**src/rtl/ctl_que_fetch.sv**
```systemverilog
// Control-queue fetcher: walks a circular queue of 8-byte command entries, polls invalid
// entries and forwards valid ones to the units. Optional macro: CTLQ_SEQ_CHK_EN (sequence check).
module ctl_que_fetch #(
    parameter int unsigned POLL_DLY = 16
) (
    input  logic        clk,
    input  logic        reset,
    input  logic        start,
    input  logic [47:0] ctlQueBase,
    input  logic [15:0] ctlQueWidth,
    output logic        busy,
    output logic        mem_rd_req_vld,
    output logic [47:0] mem_rd_req_addr,
    input  logic        mem_rd_req_rdy,
    input  logic        mem_rd_rsp_vld,
    input  logic [63:0] mem_rd_rsp_data,
    output logic        cmd_vld,
    output logic [63:0] cmd_data,
    input  logic        cmd_rdy
);

    localparam int unsigned ADDR_W = 48;
    localparam int unsigned DATA_W = 64;
    localparam int unsigned IDX_W  = 22;
    localparam int unsigned SEQ_W  = 14;
    localparam int unsigned CNT_W  = 8;

    typedef enum logic [2:0] {
        S_IDLE,
        S_REQ,
        S_WAIT,
        S_OUT,
        S_POLL
    } state_e;

    state_e              state_q, state_d;
    logic [ADDR_W-1:0]   base_q, base_d;
    logic [IDX_W-1:0]    mask_q, mask_d;
    logic [IDX_W-1:0]    idx_q, idx_d;
    logic [SEQ_W-1:0]    seq_q, seq_d;
    logic [CNT_W-1:0]    cnt_q, cnt_d;
    logic [DATA_W-1:0]   data_q, data_d;
    logic [ADDR_W-1:0]   addr_q, addr_d;
    logic                busy_q, req_vld_q, cmd_vld_q;

    logic [15:0]         shamt_c;
    logic [IDX_W:0]      mask_full_c;
    logic                entry_ok_c;
    logic                entry_halt_c;

    // Index mask covers 2^(width-3) entries of 8 bytes each.
    assign shamt_c     = ctlQueWidth - 16'd3;
    assign mask_full_c = ((IDX_W+1)'(1) << shamt_c) - (IDX_W+1)'(1);

`ifdef CTLQ_SEQ_CHK_EN
    assign entry_ok_c = mem_rd_rsp_data[63] && (mem_rd_rsp_data[61:48] == seq_q);
`else
    assign entry_ok_c = mem_rd_rsp_data[63];
`endif
    assign entry_halt_c = mem_rd_rsp_data[62];

    // Next-state and datapath updates.
    always_comb begin
        state_d = state_q;
        base_d  = base_q;
        mask_d  = mask_q;
        idx_d   = idx_q;
        seq_d   = seq_q;
        cnt_d   = cnt_q;
        data_d  = data_q;
        case (state_q)
            S_IDLE: begin
                if (start) begin
                    base_d  = ctlQueBase;
                    mask_d  = mask_full_c[IDX_W-1:0];
                    idx_d   = '0;
                    seq_d   = '0;
                    state_d = S_REQ;
                end
            end
            S_REQ: begin
                if (mem_rd_req_rdy) begin
                    state_d = S_WAIT;
                end
            end
            S_WAIT: begin
                if (mem_rd_rsp_vld) begin
                    if (!entry_ok_c) begin
                        cnt_d   = '0;
                        state_d = S_POLL;
                    end else if (entry_halt_c) begin
                        state_d = S_IDLE;
                    end else begin
                        data_d  = mem_rd_rsp_data;
                        state_d = S_OUT;
                    end
                end
            end
            S_POLL: begin
                if (cnt_q == CNT_W'(POLL_DLY - 1)) begin
                    state_d = S_REQ;
                end else begin
                    cnt_d = cnt_q + CNT_W'(1);
                end
            end
            S_OUT: begin
                if (cmd_rdy) begin
                    idx_d   = (idx_q + IDX_W'(1)) & mask_q;
                    seq_d   = seq_q + SEQ_W'(1);
                    state_d = S_REQ;
                end
            end
            default: begin
                state_d = S_IDLE;
            end
        endcase
        addr_d = base_d + ADDR_W'({idx_d, 3'b000});
    end

    // Outputs are registered from the next state so they line up with the state register.
    always_ff @(posedge clk) begin
        if (reset) begin
            state_q   <= S_IDLE;
            base_q    <= '0;
            mask_q    <= '0;
            idx_q     <= '0;
            seq_q     <= '0;
            cnt_q     <= '0;
            data_q    <= '0;
            addr_q    <= '0;
            busy_q    <= 1'b0;
            req_vld_q <= 1'b0;
            cmd_vld_q <= 1'b0;
        end else begin
            state_q   <= state_d;
            base_q    <= base_d;
            mask_q    <= mask_d;
            idx_q     <= idx_d;
            seq_q     <= seq_d;
            cnt_q     <= cnt_d;
            data_q    <= data_d;
            addr_q    <= addr_d;
            busy_q    <= (state_d != S_IDLE);
            req_vld_q <= (state_d == S_REQ);
            cmd_vld_q <= (state_d == S_OUT);
        end
    end

    assign busy            = busy_q;
    assign mem_rd_req_vld  = req_vld_q;
    assign mem_rd_req_addr = addr_q;
    assign cmd_vld         = cmd_vld_q;
    assign cmd_data        = data_q;

endmodule

```
**config.mk**
```make
export PLATFORM = sky130hd
export DESIGN_NAME = ctl_que_fetch
export DESIGN_NICKNAME = d
export VERILOG_FILES = /design/src/rtl/ctl_que_fetch.sv
export SDC_FILE = /design/constraint.sdc
export NUM_CORES = 1
export LEC_CHECK = 0
export CORE_UTILIZATION = 40
export DETAILED_ROUTE_END_ITERATION = 10
export HOLD_SLACK_MARGIN = 0.06
export PLACE_DENSITY = 0.67
export SKIP_LAST_GASP = 1
export SLEW_MARGIN = 15
export SYNTH_ARGS = -nofsm -noshare
export SYNTH_HDL_FRONTEND = slang
export SYNTH_SLANG_ARGS = --single-unit
```
**constraint.sdc**
```tcl
create_clock -name clk -period 6.9 [get_ports clk]
set_input_delay 1.38 -clock clk [delete_from_list [all_inputs] [get_ports clk]]
set_output_delay 1.38 -clock clk [all_outputs]
set_load 0.05 [all_outputs]
```
==> results of run 1 <==
-- report_power, final --
group / total [W] / switching (W) / internal, W
sequential: 0.00132 / 0.0000262 / 0.00130
clock: 0.00131 / 0.000500 / 0.000810
combinational: 0.000493 / 0.000295 / 0.000198
total: 0.00312 / 0.000821 / 0.00230
-- stage by stage --
step           instances  worst slack, ns  hold slack, ns  power [W]
4_1_cts             1864             1.37           0.453    0.00316
3_5_place_dp        1822            0.845           0.446    0.00184
5_1_grt             1864            0.908           0.470    0.00325
3_3_place_gp        1822            0.957           0.440    0.00183
2_1_floorplan       1323             1.67           0.437    0.00166
6_report            1866             1.31           0.451    0.00312
-- sequential cells by signal, summed over array words and instances (netlist names) --
| name | cells |
|---|---|
| base_q | 48 |
| busy | 1 |
| cmd_data | 63 |
| cmd_vld | 1 |
| cnt_q | 8 |
| idx_q | 22 |
| mask_q | 22 |
| mem_rd_req_addr | 45 |
| mem_rd_req_vld | 1 |
| state_q | 3 |
-- final timing paths --
kind	end	slack, ns
setup / recovery	mem_rd_req_addr[31]$_SDFF_PP0_	1.31
setup reg to reg	mem_rd_req_addr[44]$_SDFF_PP0_	2.35
hold / removal	cmd_data[40]$_SDFFE_PP0P_	0.45
hold reg to reg	cmd_data[40]$_SDFFE_PP0P_	0.45
-- kinds of logic after synthesis --
| family | count (synthesis) | share of synthesized area [%] |
|---|---|---|
| compound gates | 301 | 17.8 |
| xor+xnor | 57 | 4.77 |
| fa+ha+maj | 27 | 3.30 |
| buf+inv | 97 | 3.98 |
| flops | 214 | 41.0 |
| mux | 30 | 3.03 |
| other cells | 1 | 0.0358 |
| simple gates | 596 | 26.1 |
-- layer usage --
metal	vias up	GRT usage, %	share of wire (%)
met2	248	33.1	46
met1	4416	27.0	47
met5	-	0	0
met4	0	4.80	1.9
li1	4959	-	-
met3	34	3.66	5.4
-- synthesized netlist by cell type (all sizes together) (6+ instances only) --
library cell | instances | share of area, %
nand2 | 265 | 9.6
dfxtp | 214 | 41
nor2 | 148 | 5.3
a21oi | 128 | 6.2
o21ai | 71 | 3.5
clkbuf | 61 | 2.2
xor2 | 37 | 3.1
nand3 | 35 | 1.7
nor2b | 35 | 2.1
mux2i | 27 | 2.7
ha | 26 | 3.1
nor3 | 26 | 1.3
buf | 25 | 1.4
xnor2 | 20 | 1.7
a211oi | 19 | 1.4
nand4 | 19 | 1.1
a21o | 13 | 0.93
and3 | 13 | 0.78
inv | 11 | 0.39
o21a | 9 | 0.65
o31ai | 9 | 0.65
a2111oi | 8 | 0.97
nand2b | 7 | 0.42
a31oi | 6 | 0.36
nor4b | 6 | 0.56
or4 | 6 | 0.43
-- critical path, stage by stage --
cell and delay, ns:
clkdlybuf4s50_1 0.64, nand4_1 0.27, nor3_1 0.31, nor3b_1 0.49, nand3_1 0.16, xor2_1 0.16, o21ai_0 0.24, ha_1 0.36
a21o_1 0.21, a21o_1 0.17, a21o_1 0.20, a221oi_1 0.30, nand2b_1 0.15, buf_4 0.19, a21oi_1 0.10, or4b_2 0.61
nand3_1 0.08
-- cell type report --
cell class / count / area share (%)
diodes: 2 / 0.0361
inverters: 11 / 0.297
multi-input cells: 1012 / 41.6
flip-flops and latches: 214 / 30.9
clock buffers: 37 / 5.34
well taps: 330 / 2.97
clock inverters: 5 / 0.568
repair buffers: 255 / 18.3
==> impl_metrics.ini, run 1 <==
[setup_path]
cp.arrival_ns = 6.03
critPathKind = input port to flip-flop
cp.required_ns = 7.34
reg2reg_depth = 14
end_kind = flip-flop
crit_path_start_kind = input port
r2r-start = state_q[0]$_SDFF_PP0_
cp-startpoint = cmd_rdy
crit_fanout = 11

[floorplan]
row_count = 58
initial_utilization_pct = 41.2
die_w_um = 164
core_area_sq_um = 25400
die_y_um = 164
ioPinCount = 249
die-area_sq_um = 26800

[clock_network]
htreeDepth = 1
root_buffer = clkbuf_16
cts_setup_buffers = 0
numClockSinks = 214
numCtsBuffers = 25
cts_tree = done
cts_resized = 0
clk_path_buf_depth = 3
clk_latency_ns = 0.51
path_clk_slew_ns = 0.05
cts_hold_buf = 0

[job]
drv_cap = 0

[drt]
routed-via-count = 9657
vias_per_cell = 5.18
dr.pass1.iters = 5
drc = 0
wl_per_cell_um = 14.8
drt-total-wl_um = 27600
drt-initial-drc-count = 674
drtAntennaViolNets = 0

[worst_hold_path]
hold_path_class = flip-flop to flip-flop
min_path_cells = 2
holdCritStartpoint = cmd_data[40]$_SDFFE_PP0P_

[synthesis]
synth_cells = 1323
synth.distinct_cells = 80
syn-num-nets = 1484
yosysSeqAreaShare_pct = 41.0
syn-cell-area_sq_um = 10500
yosysWarnings = 0
ys_async_sr_fraction_pct = 0
synth_area_per_cell_sq_um = 7.91
synth_flop_cell = dfxtp_1
ys_ff_latch = 214
synth_edf_count = 0

[grt]
grt.overflow.total = 0
grt_max_degree = 128
track_usage_pct = 20.0
grt_pass1_wl_um = 44400
grt_pass1_vias = 8923
antenna_found_initial = 2

[placed_design]
port_buffers = 247
placed_area_sq_um = 13100
hpwl_um = 19400
finalWeightedCongestion = 0.863

[final_layout]
final_cell_mix = nand2_1 (263), clkdlybuf4s50_1 (246), dfxtp_1 (214)
n_fill_cell = 2408
layout.nets = 1680
final_common_cell = nand2_1
regArea_sq_um = 4280
finalInstanceArea_sq_um = 13900
layout-drive-gt1-share_pct = 5.35
fin_util_pct = 54.7
synthToLayoutAreaGrowth_pct = 32.7
multiInputGateArea_sq_um = 5770

[timing]
setup_tns_ns = 0
rsz0062_at_grt = no
fin_skew_ns = 0.0114
min_period_over_period_pct = 80.9
period_minus_slack_ns = 5.59
finalHoldViolCount = 0
slew_headroom_pct = 32.1
setup_viol = 0
fmax_mhz = 179
drv_slew = 0
tightest_slew_ns = 1.02

[power]
powerDensity_nw_per_um2 = 225
peakVddDrop_mv = 0.172
p_leak_nw = 5.14

[run_status]
outcome = completed
Power figures use the tool's default switching activity.
==> inputs of run 2 (changes only) <==
--- a/config.mk
+++ b/config.mk
@@ -8,7 +8,7 @@
 export CORE_UTILIZATION = 40
 export DETAILED_ROUTE_END_ITERATION = 10
 export HOLD_SLACK_MARGIN = 0.06
-export PLACE_DENSITY = 0.67
+export PLACE_DENSITY = 0.69
 export SKIP_LAST_GASP = 1
 export SLEW_MARGIN = 15
 export SYNTH_ARGS = -nofsm -noshare
==> constraint.sdc (replaced) <==
create_clock -name clk -period 4.9 [get_ports clk]
set_input_delay 0.98 -clock clk [delete_from_list [all_inputs] [get_ports clk]]
set_output_delay 0.98 -clock clk [all_outputs]
set_load 0.05 [all_outputs]
==> run 2 against run 1 <==
First-iteration DRC count fell by 8.5%; hold slack barely moved; sequential power rose by 41%; clock power rose by 33%; sequential share of layout area fell by 0.70 points; die area did not move; non-clock buffer count rose by 52; global-route usage rose by 0.57 points; clock skew rose by 0.0051 ns; design area rose by 2.3%; final cell count rose by 2.7%.
==> impl_metrics.ini, run 2 (synthesized netlist as in run 1, its figures left out) <==
[drt]
wl_per_cell_um = 14.9
vias_per_cell = 5.12
drtAntennaViolNets = 0
dr.pass1.iters = 5
drt-initial-drc-count = 617
drt-total-wl_um = 28500
drc = 0
routed-via-count = 9817

[power]
combPwrFrac_pct = 16.9
swShare_pct = 26.9
intPower_w = 0.00317
peakVddDrop_mv = 0.268
finalPower_w = 0.00433
pwr-share-seq_pct = 42.9
p_leak_nw = 5.36
powerDensity_nw_per_um2 = 305
clock_power_share_pct = 40.2
p_switching_w = 0.00116

[final_layout]
largest_reg_flops = 63
synthToLayoutAreaGrowth_pct = 35.8
n_fill_cell = 2347
final_cell_mix = nand2_1 (263), clkdlybuf4s50_1 (246), dfxtp_1 (214)
finalInstanceArea_sq_um = 14200
final_common_cell = nand2_1
layout-drive-gt1-share_pct = 8.39
layout.nets = 1731

[setup_path]
cp_slowest_cell = clkdlybuf4s50_1
crit_chain = clkdlybuf4s50_1 > nand3_1 > nor3_1 > nand4_1 > nor2_1 > nand2_1 > o31ai_1 > ha_1 > a21o_1 > a21o_1 > a221oi_1 > nand2b_1 > a21oi_1 > or4b_2 > nand3_1
crit_family = simple AND/OR/NAND/NOR gates
cp.arrival_ns = 4.98
cp.required_ns = 5.36
crit_path_start_kind = input port
crit_fanout = 7
path_buf_inv = 1
end_kind = flip-flop
critPathMaxStageDelay_ns = 0.61
critPathKind = input port to flip-flop

[worst_hold_path]
hold_path_class = flip-flop to flip-flop

[clock_network]
cts_resized = 0
clk_latency_ns = 0.52
clk_path_buf_depth = 3
htreeDepth = 1
cts_tree = done
numCtsBuffers = 24
path_clk_slew_ns = 0.06
root_buffer = clkbuf_16
numClockSinks = 214
cts_setup_buffers = 0
cts_hold_buf = 0

[floorplan]
die-area_sq_um = 26800
core_area_sq_um = 25400
row_count = 58
die_w_um = 164
die_y_um = 164
initial_utilization_pct = 41.2
ioPinCount = 249

[timing]
setup_tns_ns = 0
slew_headroom_pct = 40.0
min_period_over_period_pct = 92.3
setup_viol = 0
drv_slew = 0
fin_skew_ns = 0.0165
finalHoldViolCount = 0
rsz0062_at_grt = no
tightest_slew_ns = 0.899
fmax_mhz = 221
period_minus_slack_ns = 4.52

[run_status]
outcome = completed

[grt]
grt_max_degree = 121
grt_pass1_vias = 9148
track_usage_pct = 20.6
grt.overflow.total = 0
grt_pass1_wl_um = 45400
antenna_found_initial = 2
grt_busiest_layer = met2
use_met3_pct = 3.64
grt_use_met1_pct = 27.4
globalRouteMet2Util_pct = 34.2

[placed_design]
placed_area_sq_um = 13400
hpwl_um = 20700
finalWeightedCongestion = 0.885
port_buffers = 247

[job]
drv_cap = 0
## run 2: per-stage QoR
stage,cells,utilization (%),hold WS [ns],worst slack (ns)
floorplan,1323,-,0.437,0.0696
global placement,1874,52.9,0.440,-0.101
detailed placement,1874,52.9,0.446,-0.270
CTS,1915,55.9,0.453,0.284
global route,1916,55.9,0.465,0.0989
finish,1917,55.9,0.451,0.377
## run 2: final timing paths
path | start | endpoint | slack (ns) | cells after the start
setup / recovery | cmd_rdy | mem_rd_req_addr[31]$_SDFF_PP0_ | 0.38 | 15
hold / removal | cmd_data[25]$_SDFFE_PP0P_ | cmd_data[25]$_SDFFE_PP0P_ | 0.45 | 2
setup reg to reg | idx_q[0]$_SDFF_PP0_ | mem_rd_req_addr[31]$_SDFF_PP0_ | 0.81 | 15
hold reg to reg | cmd_data[25]$_SDFFE_PP0P_ | cmd_data[25]$_SDFFE_PP0P_ | 0.45 | 2
## run 2: power by group through the flow
| stage | Combinational (W) | Sequential [W] | Clock, W |
|---|---|---|---|
| floorplan | 0.000329 | 0.00200 | 0 |
| global placement | 0.000723 | 0.00190 | 0 |
| detailed placement | 0.000729 | 0.00190 | 0 |
| CTS | 0.000732 | 0.00186 | 0.00179 |
| global route | 0.000791 | 0.00187 | 0.00187 |
| finish | 0.000731 | 0.00186 | 0.00174 |
## run 2: layer usage
| layer | wire length, um | up-vias |
|---|---|---|
| met5 | 0 | - |
| met4 | 547 | 0 |
| met2 | 13200 | 201 |
| met1 | 13300 | 4502 |
| met3 | 1450 | 45 |
| li1 | - | 5069 |
## run 2: area by class of cell
| type | count | area, sq um | share of cell area (%) |
|---|---|---|---|
| clock buffers | 32 | 651 | 4.58 |
| clock inverters | 9 | 109 | 0.766 |
| repair buffers | 307 | 2920 | 20.6 |
| multi-input cells | 1012 | 5780 | 40.7 |
| flip-flops and latches | 214 | 4280 | 30.2 |
| inverters | 11 | 41.3 | 0.291 |
| diodes | 2 | 5.00 | 0.0352 |
| well taps | 330 | 413 | 2.91 |
## run 2: worst register-to-register path: stages (launching register included)
cell      delay, ns
dfxtp_1        0.39
ha_1           0.27
nand3_1        0.13
nor3_1         0.27
nand4_1        0.13
nor2_1         0.33
nand2_1        0.10
o31ai_1        0.37
ha_1           0.39
a21o_1         0.19
a21o_1         0.20
a221oi_1       0.33
nand2b_1       0.18
a21oi_1        0.07
or4b_2         0.60
nand3_1        0.08
==> inputs of run 3 (changes only) <==
--- a/config.mk
+++ b/config.mk
@@ -5,6 +5,7 @@
 export SDC_FILE = /design/constraint.sdc
 export NUM_CORES = 1
 export LEC_CHECK = 0
+export CORE_ASPECT_RATIO = 0.8
 export CORE_UTILIZATION = 40
 export DETAILED_ROUTE_END_ITERATION = 10
 export HOLD_SLACK_MARGIN = 0.06
==> run 3 against run 2 <==
Hold slack about the same; critical path depth is 1 higher; utilization is essentially flat; fmax decreased by 0.45%; count of clock-buffer cells in the layout grew 7; final cell count up 0.99%; sequential share of layout area is 0.14 points lower; combinational power is essentially flat; setup slack worse by 0.020 ns; clock power is 7% higher; clock skew shrank 0.0012 ns; design area up 0.48%; critical path type unchanged; critical endpoint unchanged.
==> impl_metrics.ini, run 3 (synthesized netlist as in run 1, its figures left out) <==
[run_status]
outcome = completed

[power]
powerDensity_nw_per_um2 = 313
swShare_pct = 26.4
combPwrFrac_pct = 16.4
p_leak_nw = 5.38
intPower_w = 0.00328
peakVddDrop_mv = 0.229
pwr-share-seq_pct = 41.7
clock_power_share_pct = 41.8
p_switching_w = 0.00118

[grt]
globalRouteMet2Util_pct = 32.0
grt_busiest_layer = met2
grt_use_met1_pct = 30.5
antenna_found_initial = 1
grt_max_degree = 133
grt_pass1_wl_um = 46300
track_usage_pct = 20.8
grt_pass1_vias = 9074
use_met3_pct = 3.49
grt.overflow.total = 0

[timing]
period_minus_slack_ns = 4.54
drv_slew = 0
tightest_slew_ns = 0.990
slew_headroom_pct = 34.0
fmax_mhz = 220
fin_skew_ns = 0.0153
min_period_over_period_pct = 92.7
rsz0062_at_grt = no
finalHoldViolCount = 0
setup_viol = 0

[worst_hold_path]
min_path_cells = 2
holdCritStartpoint = cmd_data[51]$_SDFFE_PP0P_
holdPathEnd = cmd_data[51]$_SDFFE_PP0P_
hold_path_class = flip-flop to flip-flop

[final_layout]
final_common_cell = nand2_1
final_cell_mix = nand2_1 (263), clkdlybuf4s50_1 (246), dfxtp_1 (214)
finalInstanceArea_sq_um = 14300
fin_util_pct = 56.0
synthToLayoutAreaGrowth_pct = 36.4
layout-drive-gt1-share_pct = 8.27
layout.nets = 1728
largest_reg_flops = 63

[floorplan]
die-area_sq_um = 26800
row_count = 52
ioPinCount = 249
die_y_um = 147
die_w_um = 183
core_area_sq_um = 25500
initial_utilization_pct = 41.0

[clock_network]
cts_hold_buf = 0
cts_resized = 0
htreeDepth = 1
path_clk_slew_ns = 0.06
cts_tree = done
numClockSinks = 214
clk_path_buf_depth = 3
root_buffer = clkbuf_16
clk_latency_ns = 0.51
numCtsBuffers = 24
cts_setup_buffers = 0

[setup_path]
crit_chain = clkdlybuf4s50_1 > nand4_1 > nor3_1 > nor3b_1 > nand3_1 > xor2_1 > o21ai_0 > ha_1 > a21o_1 > a21o_1 > a21o_1 > a221oi_1 > nand2b_1 > a21oi_1 > or4b_2 > nand3_1
cp_slowest_cell = or4b_2
crit_family = simple AND/OR/NAND/NOR gates
cpMostUsedCell = a21o_1
path_buf_inv = 1
r2r_slack_ns = 0.80
crit_fanout = 3
critPathKind = input port to flip-flop
end_kind = flip-flop
critPathMaxStageDelay_ns = 0.61
crit_path_start_kind = input port
r2r-start = state_q[0]$_SDFF_PP0_
cp.arrival_ns = 5.00
cp.required_ns = 5.35
reg2reg_depth = 14
reg2reg_to = mem_rd_req_addr[31]$_SDFF_PP0_

[drt]
dr.pass1.iters = 5
drtAntennaViolNets = 0
routed-via-count = 9946
vias_per_cell = 5.14
drc = 0
drt-initial-drc-count = 646
wl_per_cell_um = 14.9
drt-total-wl_um = 28800

[placed_design]
port_buffers = 247
placed_area_sq_um = 13400
hpwl_um = 21000
finalWeightedCongestion = 0.911

[job]
drv_cap = 0
run 3: per-layer routing:
| metal | vias to the layer above | part of all wire [%] |
|---|---|---|
| li1 | 5058 | - |
| met1 | 4597 | 50 |
| met2 | 257 | 43 |
| met3 | 34 | 5.6 |
| met4 | 0 | 1.5 |
| met5 | - | 0 |
run 3: worst min-delay path, delay by kind of cell, from the launching register on:
family          cells  cell delay (ns)
flops               1             0.30
simple gates        1             0.05
compound gates      1             0.05
run 3: cell type report:
class | instances | area, sq um
Clock inverter | 4 | 72.6
Timing Repair Buffer | 304 | 2900
Tap cell | 351 | 439
Inverter | 11 | 41.3
Antenna cell | 1 | 2.50
Fill cell | 2399 | 11200
Clock buffer | 39 | 758
Multi-Input combinational cell | 1012 | 5770
Sequential cell | 214 | 4280
run 3: stage by stage:
stage	hold slack (ns)	setup TNS, ns	cells	setup WS [ns]	total power [W]
floorplan	0.437	0	1323	0.0696	0.00233
detailed placement	0.445	-0.379	1892	-0.0808	0.00263
CTS	0.453	0	1935	0.438	0.00450
finish	0.451	0	1936	0.357	0.00446
global placement	0.440	0	1892	0.00173	0.00262
global route	0.472	0	1935	0.0955	0.00464
run 3: power by group through the flow:
| stage | clock network [W] | registers (W) | logic, W |
|---|---|---|---|
| 2_1_floorplan | 0 | 0.00200 | 0.000329 |
| 3_3_place_gp | 0 | 0.00190 | 0.000725 |
| 3_5_place_dp | 0 | 0.00190 | 0.000731 |
| 4_1_cts | 0.00190 | 0.00186 | 0.000734 |
| 5_1_grt | 0.00198 | 0.00187 | 0.000793 |
| 6_report | 0.00187 | 0.00186 | 0.000734 |
run 3: how the worst max path moves through the flow:
| stage | from | slack (ns) | depth (start not counted) | to |
|---|---|---|---|---|
| detailed placement | cmd_rdy | -0.08 | 16 | mem_rd_req_addr[31]$_SDFF_PP0_ |
| global placement | cmd_rdy | 0.002 | 20 | mem_rd_req_addr[40]$_SDFF_PP0_ |
| floorplan | start | 0.07 | 16 | mem_rd_req_addr[44]$_SDFF_PP0_ |
| finish | cmd_rdy | 0.36 | 16 | mem_rd_req_addr[31]$_SDFF_PP0_ |
| global route | cmd_rdy | 0.1 | 19 | mem_rd_req_addr[42]$_SDFF_PP0_ |
| CTS | cmd_rdy | 0.44 | 16 | mem_rd_req_addr[31]$_SDFF_PP0_ |
